$ cat src/rtl/pipelined_shifter.sv
// Elastic barrel shifter: one register per shift level (2^k), valid/ready
// backpressure, flush, and a tag carried unchanged alongside each operand.
module pipelined_shifter #(
    parameter int WIDTH = 16,
    parameter int TAG_W = 4,
    localparam int LEVELS = $clog2(WIDTH)
) (
    input  logic              clk,
    input  logic              rst_n,
    input  logic              in_valid,
    output logic              in_ready,
    input  logic [WIDTH-1:0]  in_data,
    input  logic [LEVELS-1:0] in_amt,
    input  logic [1:0]        in_mode,
    input  logic [TAG_W-1:0]  in_tag,
    input  logic              flush,
    output logic              out_valid,
    input  logic              out_ready,
    output logic [WIDTH-1:0]  out_data,
    output logic [TAG_W-1:0]  out_tag,
    output logic              out_zero
);

    typedef enum logic [1:0] {
        MODE_SLL = 2'b00,
        MODE_SRA = 2'b01,
        MODE_ROR = 2'b10,
        MODE_SRL = 2'b11
    } mode_e;

    logic [LEVELS-1:0] valid_q;
    logic [WIDTH-1:0]  data_q [LEVELS];
    mode_e             mode_q [LEVELS];
    logic [LEVELS-1:0] amt_q  [LEVELS];
    logic [TAG_W-1:0]  tag_q  [LEVELS];

    logic [LEVELS-1:0] src_valid;
    logic [WIDTH-1:0]  src_data [LEVELS];
    mode_e             src_mode [LEVELS];
    logic [LEVELS-1:0] src_amt  [LEVELS];
    logic [TAG_W-1:0]  src_tag  [LEVELS];
    logic [WIDTH-1:0]  nxt_data [LEVELS];
    logic [LEVELS-1:0] load;

    function automatic logic [WIDTH-1:0] shift_level(input logic [WIDTH-1:0] d,
                                                     input mode_e m,
                                                     input int unsigned s);
        logic [WIDTH-1:0] r;
        case (m)
            MODE_SLL: r = d << s;
            MODE_SRL: r = d >> s;
            MODE_SRA: r = $signed(d) >>> s;
            MODE_ROR: r = (d >> s) | (d << (WIDTH - s));
            default:  r = d;
        endcase
        return r;
    endfunction

    always_comb begin : stage_sources
        src_valid[0] = in_valid;
        src_data[0]  = in_data;
        src_mode[0]  = mode_e'(in_mode);
        src_amt[0]   = in_amt;
        src_tag[0]   = in_tag;
        for (int unsigned k = 1; k < LEVELS; k++) begin
            src_valid[k] = valid_q[k-1];
            src_data[k]  = data_q[k-1];
            src_mode[k]  = mode_q[k-1];
            src_amt[k]   = amt_q[k-1];
            src_tag[k]   = tag_q[k-1];
        end
    end

    always_comb begin : level_shift
        for (int unsigned k = 0; k < LEVELS; k++) begin
            nxt_data[k] = src_amt[k][k] ? shift_level(src_data[k], src_mode[k], 32'd1 << k)
                                        : src_data[k];
        end
    end

    // Unrolled form of "load_k = !valid_k || load_{k+1}": a stage may load
    // unless it and every stage after it is full while the output is stalled.
    always_comb begin : advance
        logic full;
        for (int unsigned k = 0; k < LEVELS; k++) begin
            full = 1'b1;
            for (int unsigned j = k; j < LEVELS; j++) begin
                full = full & valid_q[j];
            end
            load[k] = out_ready | ~full;
        end
    end

    always_ff @(posedge clk or negedge rst_n) begin
        if (!rst_n) begin
            valid_q <= '0;
            for (int unsigned k = 0; k < LEVELS; k++) begin
                data_q[k] <= '0;
                mode_q[k] <= MODE_SLL;
                amt_q[k]  <= '0;
                tag_q[k]  <= '0;
            end
        end else begin
            for (int unsigned k = 0; k < LEVELS; k++) begin
                if (flush) begin
                    valid_q[k] <= 1'b0;
                end else if (load[k]) begin
                    valid_q[k] <= src_valid[k];
                end
                if (load[k]) begin
                    data_q[k] <= nxt_data[k];
                    mode_q[k] <= src_mode[k];
                    amt_q[k]  <= src_amt[k];
                    tag_q[k]  <= src_tag[k];
                end
            end
        end
    end

    assign in_ready  = load[0];
    assign out_valid = valid_q[LEVELS-1];
    assign out_data  = data_q[LEVELS-1];
    assign out_tag   = tag_q[LEVELS-1];
    assign out_zero  = (out_data == '0);

endmodule

$ cat config.mk
export PLATFORM = sky130hd
export DESIGN_NAME = pipelined_shifter
export DESIGN_NICKNAME = d
export VERILOG_FILES = /design/src/rtl/pipelined_shifter.sv
export SDC_FILE = /design/constraint.sdc
export NUM_CORES = 1
export LEC_CHECK = 0
export ABC_AREA = 1
export ABC_CLOCK_PERIOD_IN_PS = 1400
export CAP_MARGIN = 20
export CORE_MARGIN = 4
export CORE_UTILIZATION = 45
export DETAILED_ROUTE_END_ITERATION = 6
export PLACE_DENSITY = 0.72
export SYNTH_ARGS = -nofsm -noshare
export SYNTH_HDL_FRONTEND = slang
export SYNTH_SLANG_ARGS = --single-unit
$ cat constraint.sdc
create_clock -name clk -period 1.4 [get_ports clk]
set_input_delay 0.28 -clock clk [delete_from_list [all_inputs] [get_ports clk]]
set_output_delay 0.28 -clock clk [all_outputs]
set_load 0.02 [all_outputs]
==> metrics.txt, run 1 <==
Post-synth EDFFs=0; first-pass GRT wire length=21300 um; count of buffers from port buffering=53; CTS H-tree lvls=3; sequential share of the synthesized area=47.0%; worst slack, placed=-0.568 ns; ys flop type=dfrtp_1; CP endpoint kind=output pin; async set-reset flop share out of synthesis=100%; final worst setup slack=-0.139 ns; largest net degree at the start of global routing=35; Die Wd=115 um; gr usage total=20.1%; core area=11000 um2; Arrival @ worst endpoint=1.26 ns; CTS buffer count=9; GP Congestion=0.830; Max Fclk=650 MHz; row count=38; #FFs+latches synth=96; Hold Crit Class=in -> async; CP Launch Type=flip-flop; clk root buf=clkbuf_16; Tmin final=1.54 ns; initial antenna violation count=0; Worst-Skew Late Latency=0.35 ns; P_leak=3.68 nW; CTS tree=built; ANT cells=0; share of cells above drive strength 1=24.6%; Final Hold Vio Count=0; First-pass DRT Iterations=7; Peak VDD IR=687 uV; Ys Warns=0; vias in the first global route=4599; Netlist Area Pre-Place=5110 um2; final period utilization=110%; area delta synth->final=37.8%; critical path type=reg -> out; CP required=1.12 ns; Ports=54; Distinct cells, synth=21; Syn Inst Count=730; Finished Layout Cells=965; vias per cell=5.19; worst-case reg-to-reg path depth=10; synth top area cells=dfrtp_1, nand2_1, nor2_1; Util after Layout=64.1%; Post-Syn Nets=761; total number of vias=5008; most frequent cell after synthesis=nand2_1; Clock Path Buffers=2; clk_skew=0.00764 ns; Syn Area/Cell=6.99 um2; # clock sinks=96; area leader, netlist=dfrtp_1; die height=115 um; clock-pin slew on the worst setup and hold paths=0.07 ns; relative slew slack=72.4%; Slowest-stage cell, CP=dfrtp_1; final setup fails=53; Slew @ Worst Pin=0.413 ns; Max-Cap Viols=0; PwrDens=1010 nW/um2; detailed-placement wirelength estimate=8870 um; Initial DRC Count=508; worst-path maximum fanout=6; ANT nets after route=0; final wirelength=13800 um; Post-route DRC=0; CP max stage delay=0.36 ns; violated checks=setup timing; top-area cell type share of the netlist area=47.0%; full die area=13100 um2; starting density of the core=46.5%; critical path, cell by cell=nand2_2 > nor2_4 > nand3_4 > buf_6; outcome=complete, but fails checks; most instantiated cells after synthesis=nand2_1, dfrtp_1, nor2_1; RSZ-0062 raised after global routing=yes; max-slew violations=0; final net count=851; placed cells=920; Pwr Total=0.00714 W; gr ovfl total=0; Routed WL per cell=14.3 um
[worst max-delay path: cells and delay by family, from the launching register on]
| kind | cells | cell delay (ns) |
|---|---|---|
| flip-flops | 1 | 0.36 |
| buffers and inverters | 1 | 0.17 |
| AND/OR/NAND/NOR | 3 | 0.37 |
[cell usage in the layout, fill, tap and decap left out, types with 16 or more instances in the layout]
cell type          n
clkbuf_16         16
inv_1             61
buf_4             43
nor2_1            85
clkdlybuf4s50_1   29
nand3_1           42
nand2_1          235
nand2_2           37
buf_2             17
buf_12            16
nand2_4           19
a21oi_1           34
dfrtp_1           96
[cells by family (layout without fill, tap and decap cells)]
group / Yosys count / in the layout / share of synthesized area, %
compound gates: 82 / 82 / 8.33
buf+inv: 116 / 211 / 10.7
flops: 96 / 96 / 47.0
simple gates: 436 / 436 / 33.9
[path summary, 6_finish.rpt]
kind / from / to / slack, ns
worst max-delay path: valid_q[2] / in_ready / -0.14
worst min-delay path: rst_n / data_q[59] / 0.36
worst max register to register: valid_q[2] / data_q[42] / -0.11
worst min register to register: src_tag[2] / out_tag[2] / 0.48
max in group asynchronous: rst_n / data_q[61] / 0.57
min in group clk: in_amt[3] / amt_q[15] / 0.47
[per-stage QoR]
stage,setup TNS [ns],area (um2),hold WS [ns]
final,-2.07,7040,0.356
after global routing,-5.23,7040,0.388
after CTS,-1.01,6350,0.352
after detailed placement,-30.00,5980,0.182
after global placement,-28.19,5980,0.177
after floorplan,0,5110,-0.0156
[report_power, final]
group	switching (W)	internal [W]
Combinational	0.000717	0.000543
Clock	0.00110	0.00150
Sequential	0.000248	0.00303
[flip-flops by register name (all words and copies together), names as in the netlist]
name	cells
data_q	48
src_tag	12
out_data	16
mode_q	6
amt_q	6
valid_q	4
out_tag	4
[timing repair]
item,4_1_cts,5_1_grt
pin swaps,2,32
gates cloned,1,10
endpoints found under the hold margin,15,0
resized for setup,73,150
hold buffers,1,0
setup endpoints to repair,76,66
buffers inserted,1,17
[layer usage]
layer / GRT usage [%] / routed length, um / vias up / share of wire [%]
li1: - / - / 2430 / -
met1: 27.2 / 5820 / 2341 / 42
met2: 32.6 / 6950 / 210 / 50
met3: 2.43 / 774 / 27 / 5.6
met4: 8.47 / 264 / 0 / 1.9
met5: 0 / 0 / - / 0
[cell type report]
type / instances / area [um2]
inverters: 67 / 288
clock inverters: 5 / 61.3
fillers: 901 / 3950
multi-input cells: 518 / 2490
flip-flops and latches: 96 / 2400
well taps: 140 / 175
clock buffers: 11 / 253
repair buffers: 127 / 1360
repair inverters: 1 / 8.76
Power figures use the tool's default switching activity.
==> run 2: changes to the inputs <==
--- a/config.mk
+++ b/config.mk
@@ -6,7 +6,7 @@
 export NUM_CORES = 1
 export LEC_CHECK = 0
 export ABC_AREA = 1
-export ABC_CLOCK_PERIOD_IN_PS = 1400
+export ABC_CLOCK_PERIOD_IN_PS = 1750
 export CAP_MARGIN = 20
 export CORE_MARGIN = 4
 export CORE_UTILIZATION = 45
==> constraint.sdc (replaced) <==
create_clock -name clk -period 1.75 [get_ports clk]
set_input_delay 0.35 -clock clk [delete_from_list [all_inputs] [get_ports clk]]
set_output_delay 0.35 -clock clk [all_outputs]
set_load 0.02 [all_outputs]
==> run 2 against run 1 <==
Net effect: the run now ends clean; hold slack improved by 0.11 ns; die area did not move; clock power fell by 22%; combinational power fell by 30%; via count fell by 8.7%; wire length fell by 17%; critical path depth fell by 3; first-iteration DRC count fell by 25%; sequential cell count did not move; largest power group unchanged; highest routed layer unchanged.
==> metrics.txt, run 2 (synthesis gave the netlist of run 1 again) <==
outcome=finished, final reports clean; gr ovfl total=0; commonest cells after routing, fill and taps aside=nand2_1, dfrtp_1, nor2_1, inv_1, clkdlybuf4s50_1; total number of vias=4572; Peak VDD IR=499 uV; share of cells above drive strength 1=6.01%; final period utilization=96.9%; Max-Cap Viols=0; Final Hold Vio Count=0; GP Congestion=0.867; max-slew violations=0; total negative slack=0 ns; die height=115 um; Slowest-stage cell, CP=clkdlybuf4s50_1; clock-pin slew on the worst setup and hold paths=0.06 ns; ANT cells=0; RSZ-0062 raised after global routing=no; worst-case reg-to-reg path depth=8; placed cells=892; P_leak=3.16 nW; Min Hold Slack=0.466 ns; starting density of the core=46.5%; # clock sinks=96; Max Fclk=590 MHz; full die area=13100 um2; max reg flops=48; relative slew slack=69.9%; critical path type=reg -> out; core area=11000 um2; Tmin final=1.70 ns; largest net degree at the start of global routing=43; CP required=1.40 ns; final net count=795; initial antenna violation count=0; Pwr Total=0.00552 W; Worst-Skew Late Latency=0.34 ns; critical path, cell by cell=clkdlybuf4s50_1; First-pass DRT Iterations=5; worst-path maximum fanout=3; final wirelength=11400 um; Die Wd=115 um; CP top delay family=buffers and inverters; Buf/Inv on CP=1; clk root buf=clkbuf_16; CP endpoint kind=output pin; Util after Layout=55.2%; CTS buffer count=9; Clock Path Buffers=2; PwrDens=910 nW/um2; vias in the first global route=4264; CTS H-tree lvls=3; Routed WL per cell=12.6 um; area delta synth->final=18.8%; gr usage total=18.5%; Hold Crit Class=in -> async; clk_skew=0.00880 ns; Finished Layout Cells=906; ANT nets after route=0; Top reg by flops=data_q; most common cell after layout, fill and taps aside=nand2_1; CP Launch Type=flip-flop; Arrival @ worst endpoint=1.35 ns; first-pass GRT wire length=19800 um; Slew @ Worst Pin=0.452 ns; Ports=54; Initial DRC Count=383; row count=38; final setup fails=0; Post-route DRC=0; CP max stage delay=0.62 ns; detailed-placement wirelength estimate=8360 um; count of buffers from port buffering=53; CTS tree=built; Worst path depth=1; vias per cell=5.05
[run 2: changes by cell type in the layout (fill, tap and decap cells not counted), sizes merged]
cell | before | now
buf | 86 | 21
bufinv | 1 | 2
clkbuf | 18 | 10
clkdlybuf4s50 | 29 | 45
clkinv | 3 | 0
dlygate4sd2 | 4 | 1
dlymetal6s2s | 0 | 4
inv | 69 | 68
[run 2: cell type report]
class,count,area [um2]
Fill cell,1042,4920
Clock inverter,3,68.8
Timing Repair Buffer,72,774
Tap cell,140,175
Sequential cell,96,2400
Clock buffer,10,229
Multi-Input combinational cell,518,2160
Inverter,67,251
[run 2: worst paths after layout]
check,from,to,slack (ns)
max in group asynchronous,rst_n,out_tag[3],0.74
min in group clk,src_tag[2],out_tag[2],0.47
min,rst_n,data_q[53],0.47
max reg2reg,valid_q[3],data_q[36],0.23
max,out_data[14],out_data[14],0.05
min reg2reg,src_tag[2],out_tag[2],0.47
[run 2: timing repair]
action / 4_1_cts / 5_1_grt
endpoints found under the setup margin: 3 / 5
hold endpoints to repair: 26 / 0
setup buffers: 0 / 0
hold buffers: 1 / 0
pin swaps: 0 / 1
resized for setup: 9 / 6
[run 2: per-stage QoR]
step / instance area [um2] / setup slack, ns
after floorplan: 5110 / 0.296
after global placement: 5750 / -0.342
after detailed placement: 5750 / -0.338
after CTS: 6060 / 0.00438
after global routing: 6060 / 0.00970
final: 6060 / 0.0541
[run 2: where the power goes]
group	switching, W	internal, W
logic	0.000499	0.000383
registers	0.000186	0.00243
clock network	0.000788	0.00123
total	0.00147	0.00405
[run 2: routing by layer]
metal | share of wire (%) | global-route usage, %
met1 | 46 | 25.6
met4 | 2.2 | 7.21
met3 | 5.7 | 3.12
met5 | 0 | 0
met2 | 46 | 29.2
==> run 3: changes to the inputs <==
--- a/config.mk
+++ b/config.mk
@@ -8,8 +8,8 @@
 export ABC_AREA = 1
 export ABC_CLOCK_PERIOD_IN_PS = 1750
 export CAP_MARGIN = 20
-export CORE_MARGIN = 4
 export CORE_UTILIZATION = 45
+export CTS_CLUSTER_SIZE = 30
 export DETAILED_ROUTE_END_ITERATION = 6
 export PLACE_DENSITY = 0.72
 export SYNTH_ARGS = -nofsm -noshare
==> run 3 against run 2 <==
Net effect: die area is 10% lower; count of clock-buffer cells in the layout unchanged; utilization grew 0.19 points; via count decreased by 0.87%; critical path depth unchanged; design area about the same; fmax hardly changed; critical endpoint is now out_data[5]; largest cell class unchanged; highest routed layer unchanged.
==> metrics.txt, run 3 (synthesis gave the netlist of run 1 again) <==
Fillers=1066; final wirelength=11300 um; CTS buffer count=9; RSZ-0062 raised after global routing=no; Peak VDD IR=477 uV; gr ovfl total=0; CP required=1.40 ns; CP Launch Point=out_data[5]; core area=10900 um2; CP endpoint kind=output pin; final worst setup slack=0.0526 ns; Tmin final=1.70 ns; outcome=finished, final reports clean; worst slack, placed=-0.351 ns; Pwr Total=0.00544 W; CP Launch Type=flip-flop; clk root buf=clkbuf_16; area delta synth->final=18.7%; die height=109 um; Slowest-stage cell, CP=clkdlybuf4s50_1; initial antenna violation count=0; CTS H-tree lvls=3; Max-Cap Viols=0; Hold Crit Class=reg -> reg; Post-route DRC=0; P_leak=3.13 nW; Die Wd=109 um; Final Hold Vio Count=0; largest net degree at the start of global routing=33; CP max stage delay=0.61 ns; relative slew slack=69.5%; critical path, cell by cell=clkdlybuf4s50_1; GP Congestion=0.843; vias per cell=4.97; starting density of the core=46.7%; ANT cells=0; CP top delay family=buffers and inverters; vias in the first global route=4284; Worst-Skew Late Latency=0.35 ns; Critical R2R Launch=valid_q[3]; Clock Path Buffers=2; Max Fclk=589 MHz; detailed-placement wirelength estimate=8400 um; Arrival @ worst endpoint=1.35 ns; worst-path maximum fanout=3; share of cells above drive strength 1=6.87%; First-pass DRT Iterations=4; hold path startpoint=src_tag[6]; Top reg by flops=data_q; final period utilization=97.0%; final net count=797; total number of vias=4532; Buf/Inv on CP=1; CTS tree=built; full die area=11800 um2; gr usage total=21.6%; placed cells=894; max reg flops=48; count of buffers from port buffering=53; Initial DRC Count=357; max-slew violations=0; Slew @ Worst Pin=0.457 ns; critical path type=reg -> out; PwrDens=897 nW/um2; ANT nets after route=0; Ports=54; final design area excluding fillers=6060 um2; total negative slack=0 ns; Routed WL per cell=12.4 um; Finished Layout Cells=911; most common cell after layout, fill and taps aside=nand2_1; placed cell areas=5750 um2; first-pass GRT wire length=20000 um; clock-pin slew on the worst setup and hold paths=0.07 ns; row count=38; final setup fails=0; clk_skew=0.00964 ns; commonest cells after routing, fill and taps aside=nand2_1, dfrtp_1, nor2_1, inv_1, clkdlybuf4s50_1; # clock sinks=96
run 3: path summary, 6_finish.rpt:
path	end	slack, ns	cells past startpoint
min in group asynchronous	data_q[57]	0.48	2
setup / recovery	out_data[5]	0.05	1
setup reg to reg	data_q[46]	0.21	9
max in group asynchronous	src_tag[0]	0.74	3
hold reg to reg	src_tag[6]	0.47	2
hold / removal	src_tag[6]	0.47	2
run 3: where the power goes:
group | leakage, nW | internal [W] | switching (W)
clock network | 0.147 | 0.00104 | 0.000909
logic | 1.83 | 0.000383 | 0.000496
registers | 1.15 | 0.00243 | 0.000184
run 3: per-stage QoR:
stage	hold WS (ns)	util, %
finish	0.473	55.4
global route	0.504	55.4
CTS	0.478	55.4
detailed placement	0.314	52.6
global placement	0.319	52.6
floorplan	0.0544	-
run 3: area by class of cell:
class,instances,area [um2],area share (%)
clock buffers,10,239,3.94
repair buffers,74,768,12.7
clock inverters,6,57.6,0.950
well taps,140,175,2.89
multi-input cells,518,2170,35.7
inverters,67,251,4.15
flip-flops and latches,96,2400,39.6
run 3: repair_timing:
action                     4_1_cts  5_1_grt
hold buffers                     1        0
setup buffers                    0        0
gates resized for setup          8        3
setup endpoints to repair        2        1
hold endpoints to repair        27        0
run 3: layer usage:
| metal | GRT usage (%) | vias to the layer above | share of wire [%] |
|---|---|---|---|
| met4 | 8.59 | 0 | 1.7 |
| met3 | 2.35 | 16 | 4.3 |
| met1 | 30.2 | 2085 | 47 |
| met2 | 34.1 | 114 | 47 |
| li1 | - | 2317 | - |
| met5 | 0 | - | 0 |
